**src/rtl/inst_fetch_pair.sv**
```systemverilog
// inst_fetch_pair: dual-issue instruction fetch unit.
// Holds the PC, issues word reads to instruction memory, buffers the returned
// words in order and presents two consecutive instructions per cycle to decode.
// A 32'h0 word ends the program. Define FETCH_PERF_EN to add the
// perf_pairs/perf_stall counters.
module inst_fetch_pair #(
  parameter int unsigned DEPTH    = 8,
  parameter logic [31:0] PC_RESET = 32'h0
) (
  input  logic        clk,
  input  logic        rst_n,
  output logic        imem_req,
  output logic [31:0] imem_addr,
  input  logic        imem_rvalid,
  input  logic [31:0] imem_rdata,
  input  logic        redirect_valid,
  input  logic [31:0] redirect_pc,
  output logic        pair_valid,
  input  logic        pair_ready,
  output logic [31:0] inst1,
  output logic [31:0] inst2,
  output logic [31:0] pc1,
  output logic        halted
`ifdef FETCH_PERF_EN
  ,
  output logic [31:0] perf_pairs,
  output logic [31:0] perf_stall
`endif
);

  localparam int unsigned PW = $clog2(DEPTH);
  localparam int unsigned CW = PW + 1;
  localparam int unsigned SW = CW + 1;

  typedef enum logic [1:0] {FETCH, FLUSH, HALT} state_t;

  state_t        state_q, state_d;
  logic [31:0]   fifo_q [DEPTH];
  logic [PW-1:0] head_q, head_d, tail_q, tail_d, head_nx;
  logic [CW-1:0] count_q, count_d, outst_q, outst_d, drop_q, drop_d, pop_n;
  logic [31:0]   pc_q, pc_d, head_pc_q, head_pc_d;
  logic          req_q, req_d;
  logic          push, xfer;

  // Output decode from registered buffer state only
  assign head_nx    = head_q + PW'(1);
  assign pair_valid = (count_q >= CW'(2)) || ((state_q == HALT) && (count_q == CW'(1)));
  assign inst1      = pair_valid ? fifo_q[head_q] : 32'h0;
  assign inst2      = (pair_valid && (count_q >= CW'(2))) ? fifo_q[head_nx] : 32'h0;
  assign pc1        = head_pc_q;
  assign halted     = (state_q == HALT) && (count_q == '0);
  assign imem_req   = req_q;
  assign imem_addr  = pc_q;

  // Next-state: request issue, response handling, pair pop and redirect
  always_comb begin
    state_d   = state_q;
    head_d    = head_q;
    tail_d    = tail_q;
    count_d   = count_q;
    drop_d    = drop_q;
    pc_d      = pc_q;
    head_pc_d = head_pc_q;
    push      = 1'b0;
    xfer      = pair_valid && pair_ready;
    pop_n     = (count_q >= CW'(2)) ? CW'(2) : CW'(1);
    // a request issued this cycle is in flight even if a redirect arrives
    outst_d   = outst_q + CW'(req_q) - CW'(imem_rvalid);
    if (req_q) begin
      pc_d = pc_q + 32'd4;
    end

    if (redirect_valid) begin
      head_d    = '0;
      tail_d    = '0;
      count_d   = '0;
      drop_d    = outst_d;
      pc_d      = redirect_pc;
      head_pc_d = redirect_pc;
      state_d   = (outst_d != '0) ? FLUSH : FETCH;
    end else begin
      if (imem_rvalid) begin
        if (drop_q != '0) begin
          drop_d = drop_q - CW'(1);
        end else if (imem_rdata == 32'h0) begin
          state_d = HALT;
          drop_d  = outst_d;
        end else begin
          push = 1'b1;
        end
      end
      if ((state_q == FLUSH) && (drop_d == '0)) begin
        state_d = FETCH;
      end
      if (push) begin
        tail_d = tail_q + PW'(1);
      end
      if (xfer) begin
        head_d    = head_q + PW'(pop_n);
        head_pc_d = head_pc_q + (32'(pop_n) << 2);
      end
      count_d = count_q + CW'(push) - (xfer ? pop_n : CW'(0));
    end

    req_d = (state_d == FETCH) && ((SW'(count_d) + SW'(outst_d)) < SW'(DEPTH));
  end

  // State and control registers
  always_ff @(posedge clk or negedge rst_n) begin
    if (!rst_n) begin
      state_q   <= FETCH;
      head_q    <= '0;
      tail_q    <= '0;
      count_q   <= '0;
      outst_q   <= '0;
      drop_q    <= '0;
      pc_q      <= PC_RESET;
      head_pc_q <= PC_RESET;
      req_q     <= 1'b0;
    end else begin
      state_q   <= state_d;
      head_q    <= head_d;
      tail_q    <= tail_d;
      count_q   <= count_d;
      outst_q   <= outst_d;
      drop_q    <= drop_d;
      pc_q      <= pc_d;
      head_pc_q <= head_pc_d;
      req_q     <= req_d;
    end
  end

  // Buffer storage; contents are qualified by count so no reset is needed
  always_ff @(posedge clk) begin
    if (push) begin
      fifo_q[tail_q] <= imem_rdata;
    end
  end

`ifdef FETCH_PERF_EN
  // Delivered-pair and decode-stall counters
  always_ff @(posedge clk or negedge rst_n) begin
    if (!rst_n) begin
      perf_pairs <= '0;
      perf_stall <= '0;
    end else begin
      perf_pairs <= perf_pairs + 32'(xfer);
      perf_stall <= perf_stall + 32'(pair_valid && !pair_ready);
    end
  end
`endif

endmodule

```
**config.mk**
```make
export PLATFORM = sky130hd
export DESIGN_NAME = inst_fetch_pair
export DESIGN_NICKNAME = d
export VERILOG_FILES = /design/src/rtl/inst_fetch_pair.sv
export SDC_FILE = /design/constraint.sdc
export NUM_CORES = 1
export LEC_CHECK = 0
export CAP_MARGIN = 20
export CORE_MARGIN = 1.5
export CORE_UTILIZATION = 50
export DETAILED_ROUTE_END_ITERATION = 8
export GPL_TIMING_DRIVEN = 0
export PLACE_DENSITY = 0.84
export SLEW_MARGIN = 20
export SYNTH_ARGS = -nofsm -noshare
export SYNTH_HDL_FRONTEND = slang
export SYNTH_SLANG_ARGS = --single-unit
export TNS_END_PERCENT = 100
```
**constraint.sdc**
```tcl
create_clock -name clk -period 5.9 [get_ports clk]
set_input_delay 0.885 -clock clk [delete_from_list [all_inputs] [get_ports clk]]
set_output_delay 0.885 -clock clk [all_outputs]
set_load 0.05 [all_outputs]
```
==> qor.log, run 1 <==
qor: power_and_ir_drop.post-layout-total-power 9630 µW
qor: clocking.clk_root_buffer_cell sky130_fd_sc_hd__clkbuf_16
qor: place.portBuffers 199
qor: logic_synthesis.synth.area.top_cells sky130_fd_sc_hd__edfxtp_1 (46%), sky130_fd_sc_hd__mux4_2 (17%), sky130_fd_sc_hd__dfrtp_1 (13%), sky130_fd_sc_hd__mux2_2 (3.4%), sky130_fd_sc_hd__xnor2_1 (2.5%)
qor: logic_synthesis.postSynthRegisterBits 341
qor: power_and_ir_drop.peakVddDrop 0.320 mV
qor: place.globalplace.congestion 0.819
qor: worst_setup_path.critical_path_required 5020 ps
qor: layout.final_cells 1824
qor: worst_setup_path.crit_path_end_kind output pin
qor: layout.fillerInstances 2271
qor: clocking.numClockSinks 341
qor: logic_synthesis.syn_inst 1082
qor: logic_synthesis.synth-warning-count 0
qor: layout.fin_nets 1450
qor: worst_setup_path.r2r_slack 2130 ps
qor: worst_setup_path.regToRegEndpoint pc1[12]$_DFFE_PN0N_
qor: sta.hold_violations 0
qor: worst_setup_path.crit_buf_inv 4
qor: sta.least_margin_pin_slew 1060 ps
qor: global_route.grt_antenna_before_repair 1
qor: layout.design_area 20700 µm²
qor: clocking.clk_transition_reported_paths 60 ps
qor: sta.setup_viol 0
qor: floorplanning.core.rowCount 66
qor: status.run_status completed
qor: logic_synthesis.async_flop_share 0.249
qor: global_route.grt_overflow_total 0
qor: worst_setup_path.reg2reg_from count_q[2]$_DFF_PN0_
qor: clocking.worstSkewPairLatency 540 ps
qor: logic_synthesis.synth_area 16600 µm²
qor: logic_synthesis.synth_most_common_cell sky130_fd_sc_hd__edfxtp_1
qor: place.dpl-instance-area 19500 µm²
qor: job.cap_viol_max_count 0
qor: logic_synthesis.number_of_nets_in_the_synthesized_netlist 1176
qor: worst_setup_path.cp_cell_sequence ha_1 -> buf_2 -> buf_2 -> buf_1 -> mux4_2 -> nand2_1 -> a21oi_1 -> clkdlybuf4s50_1
qor: worst_setup_path.critPathArrivalTime 4280 ps
qor: place.pre_cts_ws 665 ps
qor: route.routed_via_density 6.06
qor: worst_setup_path.critical_path_peak_fanout 10
qor: power_and_ir_drop.power_density 465 nW/µm²
qor: worst_setup_path.path_common_cell sky130_fd_sc_hd__buf_2
qor: sta.post-route-period-util 0.875
qor: sta.setup_total_negative_slack 0 ps
qor: sta.rsz_0062_raised_after_global_routing no
qor: global_route.first_global_vias 11257
qor: route.route.vias.total 11045
qor: global_route.gr-usage-all-layers 0.257
qor: floorplanning.fp.dieH 185 µm
qor: logic_synthesis.mean_area_per_synthesized_cell 15.4 µm²
qor: worst_setup_path.timing.critical_path.from_type flip-flop
qor: worst_setup_path.rr_worst_depth 13
qor: global_route.global_route_wire_length_before_repair 65.7 mm
qor: clocking.post_cts.repair.setup_buffers 0
qor: layout.drive_above_1_share 0.218
qor: sta.final_min_period 5160 ps
qor: min_path.hold_path.class in2async
qor: logic_synthesis.synth.cells.most_frequent sky130_fd_sc_hd__edfxtp_1 (256), sky130_fd_sc_hd__mux4_2 (128), sky130_fd_sc_hd__nand2_1 (105)
qor: sta.max_slew_margin 0.291
qor: route.wire_per_inst 23.7 µm
qor: global_route.grt_max_degree 44
qor: floorplanning.total_die_area 34300 µm²
qor: floorplanning.initial_core_util 0.509
qor: route.ant_nets 0
qor: floorplanning.coreArea 32600 µm²
qor: logic_synthesis.dominantRegCellSynth sky130_fd_sc_hd__edfxtp_1
qor: place.dp.cells 1759
qor: route.route.detailed.drc 0
qor: logic_synthesis.yosysUniqueCellTypes 55
qor: clocking.cts-resized-gates 0
qor: worst_setup_path.path_class reg2out
qor: worst_setup_path.cpMaxStageDelayCell sky130_fd_sc_hd__clkdlybuf4s50_1
qor: route.detail_route.wirelength 43.3 mm
qor: sta.timing.clock.skew 23.6 ps
qor: route.dr.first_iter.drc_count 1103
qor: logic_synthesis.seq_area_frac_synth 0.591
qor: layout.insertedDiodeCount 0
qor: floorplanning.chipWidth 185 µm
qor: worst_setup_path.timing.critical_path.slowest_cell_delay 880 ps
qor: route.drt_pass1_iterations 6
qor: place.place.detailed.hpwl 29.9 mm
qor: clocking.tritoncts.num_buffers 36
qor: logic_synthesis.synth_enable_flop_cells 256
qor: power_and_ir_drop.power.leakage 0.00707 µW
qor: logic_synthesis.synth.largest_area_cell sky130_fd_sc_hd__edfxtp_1
qor: clocking.clock_path_buffers 3
qor: clocking.tritoncts done
qor: floorplanning.top_level_ports 200
qor: worst_setup_path.critical-path-top-delay-family buffers and inverters
qor: sta.slew_violations 0
qor: clocking.ctsHtreeMaxLevel 2
qor: sta.worst_slack 739 ps
qor: clocking.cts_hold_repair.buffers 0
qor: logic_synthesis.synth_largest_type_area_fraction 0.463
qor: layout.layout-area-overhead-vs-synth 24.7%
qor: sta.timing.fmax 0.194 GHz
==> how the worst max path moves through the flow <==
| stage | to | startpoint | cells after the start |
|---|---|---|---|
| after floorplan | fifo_q[1][0]$_DFFE_PP_ | imem_rvalid | 5 |
| after global placement | fifo_q[1][19]$_DFFE_PP_ | imem_rdata[22] | 7 |
| after detailed placement | imem_req$_DFF_PN0_ | imem_rdata[17] | 17 |
| after CTS | inst2[26] | head_q[0]$_DFFE_PN0N_ | 8 |
| after global routing | inst2[29] | head_q[1]$_DFFE_PN0N_ | 8 |
| final | inst2[29] | head_q[0]$_DFFE_PN0N_ | 8 |
==> worst register-to-register path: cells and delay by family, from the launching register on <==
family	cells	cell delay, ps
buffers and inverters	4	1250
adders and majority gates	3	730
and+or+nand+nor	3	700
DFF	1	360
muxes	1	260
AOI/OAI and AO/OA	1	190
xor gates and xnor gates	1	150
==> layer usage <==
| metal | routed length (µm) | share of wire | vias up | global-route usage |
|---|---|---|---|---|
| met2 | 22100 | 0.51 | 597 | 0.438 |
| met3 | 3610 | 0.083 | 106 | 0.0492 |
| met1 | 16200 | 0.37 | 5586 | 0.329 |
| li1 | - | - | 4754 | - |
| met5 | 12 | 0.00028 | - | 0 |
| met4 | 1470 | 0.034 | 2 | 0.0940 |
==> cell families (layout without fill, tap and decap cells) <==
kind of cell | count (synthesis) | after routing | share of synthesized area
AOI/OAI and AO/OA | 84 | 84 | 0.0294
buffers and inverters | 87 | 387 | 0.0206
xor gates and xnor gates | 63 | 63 | 0.0332
DFF | 341 | 341 | 0.591
adders and majority gates | 25 | 25 | 0.0206
muxes | 212 | 212 | 0.228
and+or+nand+nor | 270 | 270 | 0.0778
==> sequential cells by signal (all words and copies together), names as in the netlist <==
signal and cells:
count_q 4, drop_q 4, fifo_q 256, head_q 3
imem_addr 32, imem_req 1, outst_q 4, pc1 32
state_q 2, tail_q 3
==> cell type report <==
| type | instances | area (µm²) | area share |
|---|---|---|---|
| Tap cell | 442 | 553 | 0.0267 |
| Multi-Input combinational cell | 654 | 6510 | 0.314 |
| Buffer | 60 | 241 | 0.0117 |
| Inverter | 27 | 101 | 0.00489 |
| Clock buffer | 45 | 945 | 0.0456 |
| Clock inverter | 19 | 231 | 0.0112 |
| Sequential cell | 341 | 9810 | 0.474 |
| Timing Repair Buffer | 236 | 2330 | 0.112 |
==> metrics by stage <==
step                       util  hold WS (ps)
after CTS                 0.635           373
after floorplan               -           484
final                     0.635           364
after detailed placement  0.599           520
after global placement    0.587           511
after global routing      0.635           395
==> power by group <==
| part | switching, µW | total (µW) | leakage (µW) | internal [µW] |
|---|---|---|---|---|
| Combinational | 2820 | 4530 | 0.00318 | 1710 |
| Sequential | 125 | 2830 | 0.00331 | 2710 |
| Clock | 944 | 2270 | 0.000575 | 1330 |
| Total | 3890 | 9630 | 0.00707 | 5750 |
==> placed cells by master (no fill, tap or decap), types with 22 or more instances in the layout <==
cell type,count
sky130_fd_sc_hd__edfxtp_1,256
sky130_fd_sc_hd__clkdlybuf4s50_1,198
sky130_fd_sc_hd__mux4_2,128
sky130_fd_sc_hd__nand2_1,105
sky130_fd_sc_hd__dfrtp_1,85
sky130_fd_sc_hd__nor2_1,65
sky130_fd_sc_hd__mux2_2,50
sky130_fd_sc_hd__a21oi_1,47
sky130_fd_sc_hd__xnor2_1,47
sky130_fd_sc_hd__clkbuf_1,40
sky130_fd_sc_hd__clkbuf_16,36
sky130_fd_sc_hd__mux2i_1,34
sky130_fd_sc_hd__inv_1,25
sky130_fd_sc_hd__buf_2,22
(Power assumes the default switching activity.)
==> inputs of run 2 (changes only) <==
==> constraint.sdc (replaced) <==
create_clock -name clk -period 5.9 [get_ports clk]
set_input_delay 0.59 -clock clk [delete_from_list [all_inputs] [get_ports clk]]
set_output_delay 0.59 -clock clk [all_outputs]
set_load 0.05 [all_outputs]
==> results of run 2 <==
The final DEF is identical to that of run 1. Status: completed.
Main changes from that run: setup slack after placement 665 ps -> 960 ps; setup slack after layout 739 ps -> 1030 ps; hold slack 364 ps -> 68.6 ps
